$ cat config.mk
export PLATFORM = sky130hd
export DESIGN_NAME = agg_lane_serializer
export DESIGN_NICKNAME = d
export VERILOG_FILES = /design/src/rtl/agg_lane_serializer_pkg.sv /design/src/rtl/agg_lane_serializer.sv
export SDC_FILE = /design/constraint.sdc
export NUM_CORES = 1
export LEC_CHECK = 0
export CORE_ASPECT_RATIO = 0.9
export CORE_UTILIZATION = 40
export DETAILED_ROUTE_END_ITERATION = 10
export PLACE_DENSITY = 0.7
export SLEW_MARGIN = 20
export SYNTH_ARGS = -nofsm -noshare
export SYNTH_HDL_FRONTEND = slang
export SYNTH_SLANG_ARGS = --single-unit
$ cat constraint.sdc
create_clock -name clk -period 2.3 [get_ports clk]
set_clock_uncertainty 0.05 [all_clocks]
set_input_delay 0.345 -clock clk [delete_from_list [all_inputs] [get_ports clk]]
set_output_delay 0.345 -clock clk [all_outputs]
set_load 0.02 [all_outputs]
$ cat src/rtl/agg_lane_serializer_pkg.sv
// -----------------------------------------------------------------------------
// agg_lane_serializer_pkg
//   Shared types and constants for the aggregate lane serializer.
//   - state_t      : serializer FSM state (IDLE, SEND)
//   - DEFAULT_*    : lane geometry matching the upstream aggregate producer
//   - idx_width()  : width of a lane index for a given lane count
// -----------------------------------------------------------------------------
package agg_lane_serializer_pkg;

    localparam int DEFAULT_LANES = 3;
    localparam int DEFAULT_WIDTH = 3;
    localparam int DEFAULT_CNT_W = 8;

    typedef enum logic {
        IDLE = 1'b0,
        SEND = 1'b1
    } state_t;

    function automatic int idx_width(input int lanes);
        return $clog2(lanes);
    endfunction

endpackage

$ cat src/rtl/agg_lane_serializer.sv
// -----------------------------------------------------------------------------
// agg_lane_serializer
//   Captures one LANES x WIDTH aggregate word plus its select tag in a single
//   cycle, then emits the lanes one per beat (lane 0 first) over a valid/ready
//   stream. A wrapping frame counter records completed frames for debug.
//
// Ports
//   clk        rising-edge clock
//   rst        synchronous, active-high reset
//   in_valid   aggregate word available
//   in_ready   block accepts an aggregate this cycle
//   in_data    lane i at bits [i*WIDTH +: WIDTH]
//   in_tag     upstream select state captured with the word
//   out_valid  lane beat valid
//   out_ready  consumer accepts beat
//   out_data   current lane value
//   out_idx    index of current lane
//   out_last   high on the final lane beat
//   out_tag    tag of the frame being sent
//   frame_cnt  count of fully sent frames (wraps)
// -----------------------------------------------------------------------------
module agg_lane_serializer
    import agg_lane_serializer_pkg::*;
#(
    parameter int LANES = DEFAULT_LANES,
    parameter int WIDTH = DEFAULT_WIDTH,
    parameter int CNT_W = DEFAULT_CNT_W
) (
    input  logic                         clk,
    input  logic                         rst,
    input  logic                         in_valid,
    output logic                         in_ready,
    input  logic [LANES*WIDTH-1:0]       in_data,
    input  logic                         in_tag,
    output logic                         out_valid,
    input  logic                         out_ready,
    output logic [WIDTH-1:0]             out_data,
    output logic [idx_width(LANES)-1:0]  out_idx,
    output logic                         out_last,
    output logic                         out_tag,
    output logic [CNT_W-1:0]             frame_cnt
);

    localparam int                IDX_W    = idx_width(LANES);
    localparam logic [IDX_W-1:0]  LAST_IDX = IDX_W'(LANES - 1);

    state_t                         state;
    state_t                         state_n;
    logic [LANES-1:0][WIDTH-1:0]    hold_data;
    logic                           hold_tag;
    logic [IDX_W-1:0]               idx;
    logic                           beat;
    logic                           last_beat;
    logic                           in_hs;

    // State register.
    always_ff @(posedge clk) begin
        // NOTE: registered state always uses non-blocking assignment so every
        // flop samples the pre-edge value of every other flop.
        if (rst) begin
            state <= IDLE;
        end else begin
            state <= state_n;
        end
    end

    // Next state and handshake outputs. in_ready opens on the completing last
    // beat so a new word can be taken in the same cycle the old frame ends.
    always_comb begin
        // NOTE: everything assigned here gets a default first, so no branch
        // can leave a signal unassigned and infer a latch.
        state_n   = state;
        in_ready  = 1'b0;
        out_valid = 1'b0;
        out_last  = 1'b0;
        beat      = 1'b0;
        last_beat = 1'b0;

        unique case (state)
            IDLE: begin
                in_ready = 1'b1;
                if (in_valid) begin
                    state_n = SEND;
                end
            end
            SEND: begin
                out_valid = 1'b1;
                out_last  = (idx == LAST_IDX);
                beat      = out_ready;
                last_beat = out_ready && (idx == LAST_IDX);
                in_ready  = last_beat;
                if (last_beat && !in_valid) begin
                    state_n = IDLE;
                end
            end
        endcase
    end

    assign in_hs = in_valid && in_ready;

    // Holding register, lane index and frame counter.
    always_ff @(posedge clk) begin
        if (rst) begin
            // NOTE: the holding register is a few flops, not a memory array,
            // so it is reset to keep out_data/out_tag free of X after reset.
            hold_data <= '0;
            hold_tag  <= 1'b0;
            idx       <= '0;
            frame_cnt <= '0;
        end else begin
            if (in_hs) begin
                hold_data <= in_data;
                hold_tag  <= in_tag;
                idx       <= '0;
            end else if (beat) begin
                idx <= last_beat ? '0 : idx + IDX_W'(1);
            end

            if (last_beat) begin
                frame_cnt <= frame_cnt + CNT_W'(1);
            end
        end
    end

    // Outputs read zero outside SEND so IDLE never shows a stale lane.
    assign out_data = (state == SEND) ? hold_data[idx] : '0;
    assign out_tag  = (state == SEND) ? hold_tag : 1'b0;
    assign out_idx  = idx;

endmodule

After elaboration in Yosys (flattened, before gate mapping)
Cells that the tools add are included.

$add $sub $neg: 2. $mul: 0. Divide/modulo/power cells: 0. $lt $le $gt $ge: 1. Equality and inequality tests: 1. Shifts and indexed selects: 0. Multiplexer cells: 13. Bitwise logic cells: 1. Reductions and logical operators: 5.

Operators with widths (count): $add 8x1->8 const B (1); $mux 1 (7); $bmux 3 s2 (1); $mux 3 (2); $pmux 1 s2 (2); $logic_and 1x1->1 (3); $lt 2x3->1 const B (1); $add 2x1->2 const B (1); $eq 2x2->1 const B (1); $mux 2 (1); $reduce_or 2->1 (1); $logic_not 1->1 (1); $not 1->1 (1).

Register bits after elaboration: 21. Bits in latches: 0. Memory bits (writable): 0. Bits in read-only memories: 0. Bits of input ports: 14. Output and inout port bits: 17. Logic and storage cells: 30. Memories: 0.

Depth between registers and ports, before layout
Depth in word-level cells: 5. Gate-level depth with buffers: 8. Mapped depth without buffers: 6.

Worst setup path before layout
Ideal clock, no wire load.

Path kind: reg2out. Start: register idx[0], in the netlist out_idx[0]. End: output port in_ready. Arrival: 1589 ps. Data required time: 1905 ps. Path slack: 316 ps. Cell stages (with the launch flop): 7. Path buffers: 2. Path through: dfxtp_1 -> clkbuf_1 -> inv_1 -> ha_1 -> a21boi_0 -> inv_1 -> clkbuf_1.

Word-level cells in the longest chain between the ends: 3.

RTL lines: from (decl) (line agg_lane_serializer.sv:51) `logic [IDX_W-1:0] idx;`; from (signal assigned) (line agg_lane_serializer.sv:116) `idx <= last_beat ? '0 : idx + IDX_W'(1);`; $eq 2x2->1 (line agg_lane_serializer.sv:90) `last_beat = out_ready && (idx == LAST_IDX);`; $logic_and 1x1->1 (line agg_lane_serializer.sv:90); $pmux 1 s2 (line agg_lane_serializer.sv:79) `unique case (state)`; to (decl) (line agg_lane_serializer.sv:32) `output logic in_ready,`.

Every way passes these cells.

Worst setup path after layout
Start: register idx[1], in the netlist out_idx[1]. End: output port out_last.

Word-level cells in the longest chain between the ends: 2.

RTL lines: $eq 2x2->1 (line agg_lane_serializer.sv:88) `out_last = (idx == LAST_IDX);`; $mux 1 (line agg_lane_serializer.sv:79); to (decl) (line agg_lane_serializer.sv:39) `output logic out_last,`.

Every way passes these cells.

==> results.toml <==
[outcome]
status = "finished, final reports clean"

[worst_setup_path]
reg2reg_depth = 5
worstPathArrival_ps = 1790
required_ps = 1900
path_max_fanout = 9
reg2reg_slack_ps = 510
end_kind = "output pin"
path_class = "reg -> out"
start_kind = "flop"
r2r-start = "out_idx[1]"
rr_endpoint = "frame_cnt[6]"

[cts]
path_clk_slew_ps = 110
clock_path_buffers = 2
htree_levels = 1
clk_latency_ps = 310
cts_hold_buf = 0
cts-root-buf = "clkbuf_4"
cts_tree = "built"
clock_sink_count = 21
cts_made_buffers = 3

[place]
io_buffers = 30
place_hpwl_mm = 1.74
gp_congestion = 0.780

[final_layout]
drive_above_1_share_pct = 12.6
syn2layout_area_growth_pct = 39.1
num_antenna_cells = 0
post-route-util_pct = 61.2
finish.net_count = 168

[drt]
ant_nets = 0
initialDrtViolationCount = 33
dr.pass1.iters = 4
wl_per_cell_um = 13.3
vias_per_cell = 5.37
route.detailed.drc = 0
via_count = 956
wl_mm = 2.37

[sta]
max_freq_mhz = 458
hold_viol = 0
period_share_pct = 94.9
slew_viol_final = 0
fin_crit_ps = 2180
setup_tns_ps = 0
max-slew-margin-rel_pct = 74.3
setup_viol = 0
tightest_slew_ps = 384
grt_setup_unrepaired = "false"

[synthesis]
synth_cell_types = 23
synth.area.top_cells = "dfxtp_1 43%, a21oi_1 8.1%, mux2i_1 6.1%"
syn_inst = 118
synth_top_area_share_pct = 42.6
avgSynthCellArea_um2 = 8.36
syn_area_um2 = 986
synth_warnings = 0
yosysSeqAreaShare_pct = 42.6
yosysTopAreaCell = "dfxtp_1"
ys_ff_latch = 21
syn_nets = 134

[global_route]
grt_pass1_wl_mm = 4.13
grt_max_degree = 13
grt.total_usage_pct = 21.5
gr-total-overflow = 0
grt_pass1_vias = 902
antenna_found_initial = 0

[run]
drv_cap = 0

[min_path]
worstHoldStart = "hold_data[3]"
hold_path.class = "reg -> reg"
worst_hold_path.endpoint = "hold_data[3]"
min_path_cells = 2

[pwr]
p_per_area_nw_per_um2 = 480
peakVddDrop_mv = 0.425
leakage_nw = 0.498

[floorplan]
initial_core_util_pct = 44.0
placementRows = 16
ioPinCount = 31
die_h_um = 49.1
fp.dieW_um = 54.3
die_area_um2 = 2670
coreArea_um2 = 2240
==> final cells by class <==
cell class,instances,area [um2]
inverter,4,15.0
fill,225,871
multi-input combinational,84,509
timing repair buffer,38,363
tap,27,33.8
sequential,21,424
clock buffer,4,26.3
==> report_power, final <==
part	internal (W)	total (W)	switching [W]
combinational	0.0000520	0.000102	0.0000500
sequential	0.000375	0.000380	0.00000565
clock	0.0000677	0.000177	0.000109
total	0.000494	0.000659	0.000165
==> cells by family (layout without fill, tap and decap cells) <==
kind of cell | count (synthesis) | after routing | synth area share (%)
buffers and inverters | 13 | 46 | 5.71
AO/OA/AOI/OAI | 35 | 35 | 19.3
AND/OR/NAND/NOR | 39 | 39 | 22.0
multiplexers | 6 | 6 | 6.09
adder cells (fa/ha/maj) | 2 | 2 | 2.54
XOR/XNOR | 2 | 2 | 1.78
flip-flops | 21 | 21 | 42.6
==> placed cells by master, fill, tap and decap left out <==
master,netlist,layout
a21boi_0,1,1
a21oi_1,16,16
and2_2,5,5
buf_4,0,8
clkbuf_1,7,1
clkbuf_4,0,3
clkdlybuf4s50_1,0,29
dfxtp_1,21,20
dfxtp_4,0,1
dlymetal6s2s_1,0,1
ha_1,2,2
inv_1,4,4
mux2i_1,6,6
nand2_1,5,5
nand3_1,12,12
nand3_2,1,1
nand3b_1,1,1
nand4_1,2,2
nor2_1,6,6
nor3_1,2,2
o21ai_0,12,12
o22ai_1,2,2
o31ai_1,4,4
or3_2,1,1
or4_1,4,4
xor2_1,2,2
==> metal layers <==
metal	part of all wire (%)	routed length, um	global-route usage, %
met1	45	1080	29.3
met2	46	1090	31.9
met3	7.2	171	7.17
met4	1.3	31	5.56
met5	0	0	0
==> synthesized netlist by cell type <==
library cell / number
or3_2: 1
buf_6: 1
nor3_1: 2
or4_1: 4
a21boi_0: 1
inv_1: 4
nand2_1: 5
xor2_1: 2
a21oi_1: 16
nand3_1: 12
o31ai_1: 4
nand4_1: 2
dfxtp_1: 21
ha_1: 2
nand3_2: 1
mux2i_1: 6
buf_1: 1
and2_2: 5
clkbuf_1: 7
nor2_1: 6
nand3b_1: 1
o21ai_0: 12
o22ai_1: 2
==> sequential cells by signal, summed over array words and instances (netlist names) <==
signal / flops
hold_tag: 1
hold_data: 9
state: 1
out_idx: 2
frame_cnt: 8
==> per-stage QoR <==
step	std cells	hold slack, ps	power (W)	area (um2)	setup slack [ps]
after floorplan	118	374	0.000437	986	316
after global placement	174	409	0.000489	1340	216
after detailed placement	174	419	0.000491	1340	224
after CTS	178	435	0.000670	1370	54.7
after global routing	178	448	0.000700	1370	16.2
final	178	431	0.000659	1370	116
==> critical path, stage by stage, from the launching register on <==
cell,delay (ps)
dfxtp_4,430
ha_1,200
buf_4,140
and2_2,130
clkdlybuf4s50_1,590
==> worst max path at each step <==
stage,startpoint,to,slack [ps],depth (start not counted)
final,out_idx[1],out_last,120,4
after global routing,out_idx[1],out_last,20,4
after CTS,out_idx[1],out_last,50,4
after detailed placement,out_ready,in_ready,220,4
after global placement,out_ready,in_ready,220,4
after floorplan,out_idx[0],in_ready,320,6
==> repair_timing <==
| item | in CTS | in global routing |
|---|---|---|
| endpoints found under the setup margin | 5 | 3 |
| hold endpoints to repair | 0 | 0 |
| gates resized for setup | 1 | 2 |
| buffers inserted | 0 | 0 |
Note: power is estimated with default switching activity, not from simulation.
==> patch 1 (config.mk and constraints unchanged) <==
The package constant `DEFAULT_WIDTH` goes from 3 to 6.
--- a/src/rtl/agg_lane_serializer_pkg.sv
+++ b/src/rtl/agg_lane_serializer_pkg.sv
@@ -8,7 +8,7 @@
 package agg_lane_serializer_pkg;
 
     localparam int DEFAULT_LANES = 3;
-    localparam int DEFAULT_WIDTH = 3;
+    localparam int DEFAULT_WIDTH = 6;
     localparam int DEFAULT_CNT_W = 8;
 
     typedef enum logic {
Ports: changed (resized in_data and out_data); port bits go from 31 to 43. The function was not compared with the original's and may differ.
==> patch 1 against the original RTL <==
Worst setup slack worse by 0.036 ns. Total power rose by 76%. Combinational power grew 58%. Cell count increased by 45%. Fmax fell by 1.6%. Area after synthesis grew 40%. Sequential power rose by 46%. Register-to-register slack is essentially flat. Wire length up 55%. Final area rose by 43%. Sequential cell count grew 9. Sequential share of layout area down 0.33 points. Critical endpoint is now out_data[4].
==> patch 1: results (changes against the original RTL) <==
* Synth Net Count at 195 (+46%)
* Vias in the first global route at 1300 (+44%)
* Status: completed
* Mux cell area share after synthesis at 0.0709 (+0.0100)
* Met3 wire len at 255 µm (+49%)
* Via Count at 1402 (+47%)
* First-pass GRT wire length at 6010 µm (+45%)
* Dpl hpwl at 2480 µm (+43%)
* Setup crit start: out_idx[0]
* Share of cells above drive strength 1 at 0.111 (-0.0147)
* Clock group at 443 µW (+150%)
* I/O Buffers at 42 (+40%)
* Met2 GRT Util at 0.321 (+0.00156)
* Slew HR at 0.648 (-0.0953)
* Num CTS Buffers at 5 (+2)
* Post-DP Area at 1870 µm² (+39%)
* Met3 Use GR at 0.0728 (+0.00118)
* Post-synthesis compound-gate area fraction at 0.232 (+0.0389)
* CP Max Fanout at 6 (-3)
* R2r endpoint: frame_cnt[7]
* Root buffer cell: clkbuf_8
* Synth Area in Adders at 0.0182 (-0.00720)
* Worst Hold Launch: hold_tag
* Cells after Synth at 170 (+44%)
* Post-Synth XOR/XNOR Area at 0.0127 (-0.00504)
* WL met1 at 1730 µm (+61%)
* Met1 Resource Use GR at 0.287 (-0.00593)
* CP arrival at 1.82 ns (+0.03 ns)
* Largest net degree at the start of global routing at 31 (+18)
* R2R depth at 4 (-1)
* Dominant cells by area after synthesis: dfxtp_1 44%, a21oi_1 9.1%, o21ai_0 7.6%, nand3_1 7.3%, mux2_2 4.9%
==> patch 1: cells by family (layout without fill, tap and decap cells) <==
kind of cell	count (synthesis)	after routing
adders and majority gates	2	2
muxes	9	9
DFF	30	30
buffers and inverters	16	62
AOI/OAI and AO/OA	58	58
and+or+nand+nor	53	53
xor gates and xnor gates	2	2
==> patch 1: layout make-up <==
| cell class | count | area (µm²) |
|---|---|---|
| multi-input combinational | 124 | 716 |
| sequential | 30 | 602 |
| tap | 42 | 52.6 |
| clock inverter | 1 | 5.00 |
| inverter | 3 | 11.3 |
| fill | 293 | 1190 |
| timing repair buffer | 51 | 494 |
| clock buffer | 7 | 86.3 |
==> patch 1: worst max-delay path by stage <==
stage                       end  slack [ns]  cells after the start
floorplan           out_data[0]        0.43                      4
global placement       in_ready        0.24                      4
detailed placement     in_ready        0.19                      4
CTS                    in_ready        0.02                      4
global route        out_data[0]       0.002                      5
finish              out_data[4]        0.08                      5
==> patch 2 (config.mk and constraints unchanged) <==
Without the edit above. Make the reset (`rst`) asynchronous in 2 clocked blocks. Comments in the files are not updated.
--- a/src/rtl/agg_lane_serializer.sv
+++ b/src/rtl/agg_lane_serializer.sv
@@ -54,7 +54,7 @@
     logic                           in_hs;
 
     // State register.
-    always_ff @(posedge clk) begin
+    always_ff @(posedge clk or posedge rst) begin
         // NOTE: registered state always uses non-blocking assignment so every
         // flop samples the pre-edge value of every other flop.
         if (rst) begin
@@ -99,7 +99,7 @@
     assign in_hs = in_valid && in_ready;
 
     // Holding register, lane index and frame counter.
-    always_ff @(posedge clk) begin
+    always_ff @(posedge clk or posedge rst) begin
         if (rst) begin
             // NOTE: the holding register is a few flops, not a memory array,
             // so it is reset to keep out_data/out_tag free of X after reset.
Behaviour: differs if rst is asserted again (counterexample within 4 cycles, from zero or initial values and one cycle with rst high); with rst held inactive, the same outputs for 10 cycles.
==> patch 2 against the original RTL <==
Sequential cell count did not move. Area after synthesis increased by 3.9%. Critical path depth stayed put. Wire length down 19%. Worst setup slack gained 0.0014 ns. Worst hold slack worse by 0.12 ns. Final area up 3.2%.
Power is not compared: it rests on default switching activity, and its combinational part moved more than twofold at a synthesized area within 25%.
==> patch 2: results (changes against the original RTL) <==
* Status: completed
* Num CTS Buffers at 3 (unchanged)
* Mean post-synth cell area at 12.3 µm² (+48%)
* Clk pin slew, worst setup/hold paths at 0.11 ns (about the same)
* Commonest cells post-synth: 21 x dfrtp_1, 11 x mux2_2
* Setup crit start: out_idx[0]
* Hold Path Class: in2async
* R2R depth at 6 (+1)
* Post-DP Area at 1370 µm² (+2.5%)
* Vias in the first global route at 730 (-19%)
* Placed cell count at 142 (-18%)
* Routed WL per cell at 13.1 µm (-1.5%)
* Worst Setup EP: out_data[2]
* Total track usage at 0.149 (-0.0656)
* R2r endpoint: frame_cnt[7]
* Seq/Total Area, Yosys at 0.513 (+0.0864)
* Dpl hpwl at 1400 µm (-20%)
* Leak pwr at 0.668 nW
* Worst reg2reg setup slack at 0.63 ns (+0.12 ns)
* Pre-CTS WS at 0.250 ns (+0.0261 ns)
* Slowest stage delay, CP at 0.60 ns
* # diodes at 0 (unchanged)
* Via Count at 745 (-22%)
* Distinct cells, synth at 28 (+22%)
* Synth Net Count at 99 (-26%)
* CP max stage cell: clkdlybuf4s50_1
* Max reg flops at 9 (unchanged)
* CP Max Fanout at 6 (-3)
* Clock Tree Buf Depth at 2 (unchanged)
* Worst vdd ir at 632 µV
* First-pass GRT wire length at 3200 µm (-23%)
* Fillers at 220 (-2.2%)
* Root buffer cell: clkbuf_4
* Worst slew pin tran at 0.396 ns (+0.0125 ns)
* Final Hold Slack at 0.311 ns (-0.120 ns)
* Post-synth ARST share at 1.00 (+1.00)
* Largest net degree at the start of global routing at 22 (+9)
* H-tree depth at 1 (unchanged)
* Detailed Route WL at 1930 µm (-19%)
* Share of cells above drive strength 1 at 0.202 (+0.0759)
* Post-route clock period utilization at 0.949 (about the same)
* Gpl congestion at 0.766 (-1.7%)
* Synth warnings at 0 (unchanged)
* DRT iter0 DRCs at 8 (-76%)
* Dominant cells by area after synthesis: dfrtp_1 51%, mux2_2 12%, xor2_1 3.4%, mux2i_1 2.9%, xnor2_1 2.6%
-- patch 2: logic make-up after synthesis --
family / Yosys count / synth area share
xor+xnor: 7 / 0.0598
buf+inv: 6 / 0.0244
fa+ha+maj: 2 / 0.0244
flops: 21 / 0.513
mux: 14 / 0.150
simple gates: 26 / 0.177
compound gates: 7 / 0.0513
-- patch 2: worst reg2reg max path, cell delays in order (launching register included) --
cell and delay, ns:
dfrtp_2 0.48, inv_1 0.10, ha_1 0.21, buf_4 0.16, nand3_4 0.12, nor4_4 0.30, xor2_1 0.18
-- patch 2: worst min path at each step --
| stage | from | endpoint | cells after the start |
|---|---|---|---|
| after global placement | frame_cnt[7] | frame_cnt[7] | 1 |
| after global routing | rst | frame_cnt[7] | 3 |
| after floorplan | rst | frame_cnt[0] | 1 |
| final | rst | frame_cnt[7] | 3 |
| after detailed placement | frame_cnt[7] | frame_cnt[7] | 1 |
| after CTS | rst | frame_cnt[6] | 3 |
-- patch 2: metal layers --
layer,share of wire,track usage,vias up
li1,-,-,360
met3,0.032,0.0525,0
met2,0.51,0.241,16
met4,0,0.0375,0
met5,0,0,-
met1,0.45,0.191,369
-- patch 2: cell type report --
class,instances,share of cell area
clock buffers,4,0.0186
inverters,4,0.0106
multi-input cells,56,0.335
flip-flops and latches,21,0.372
well taps,28,0.0248
repair buffers,34,0.239
-- patch 2: timing repair --
action | in CTS | in global routing
resized for setup | 1 | 4
buffers inserted | 0 | 1
setup endpoints to repair | 2 | 5
hold buffers | 0 | 0
-- patch 2: where the power goes --
group / switching [mW] / internal [mW]
Combinational: 0.381 / 0.464
Clock: 0.107 / 0.0676
Sequential: 0.135 / 0.513
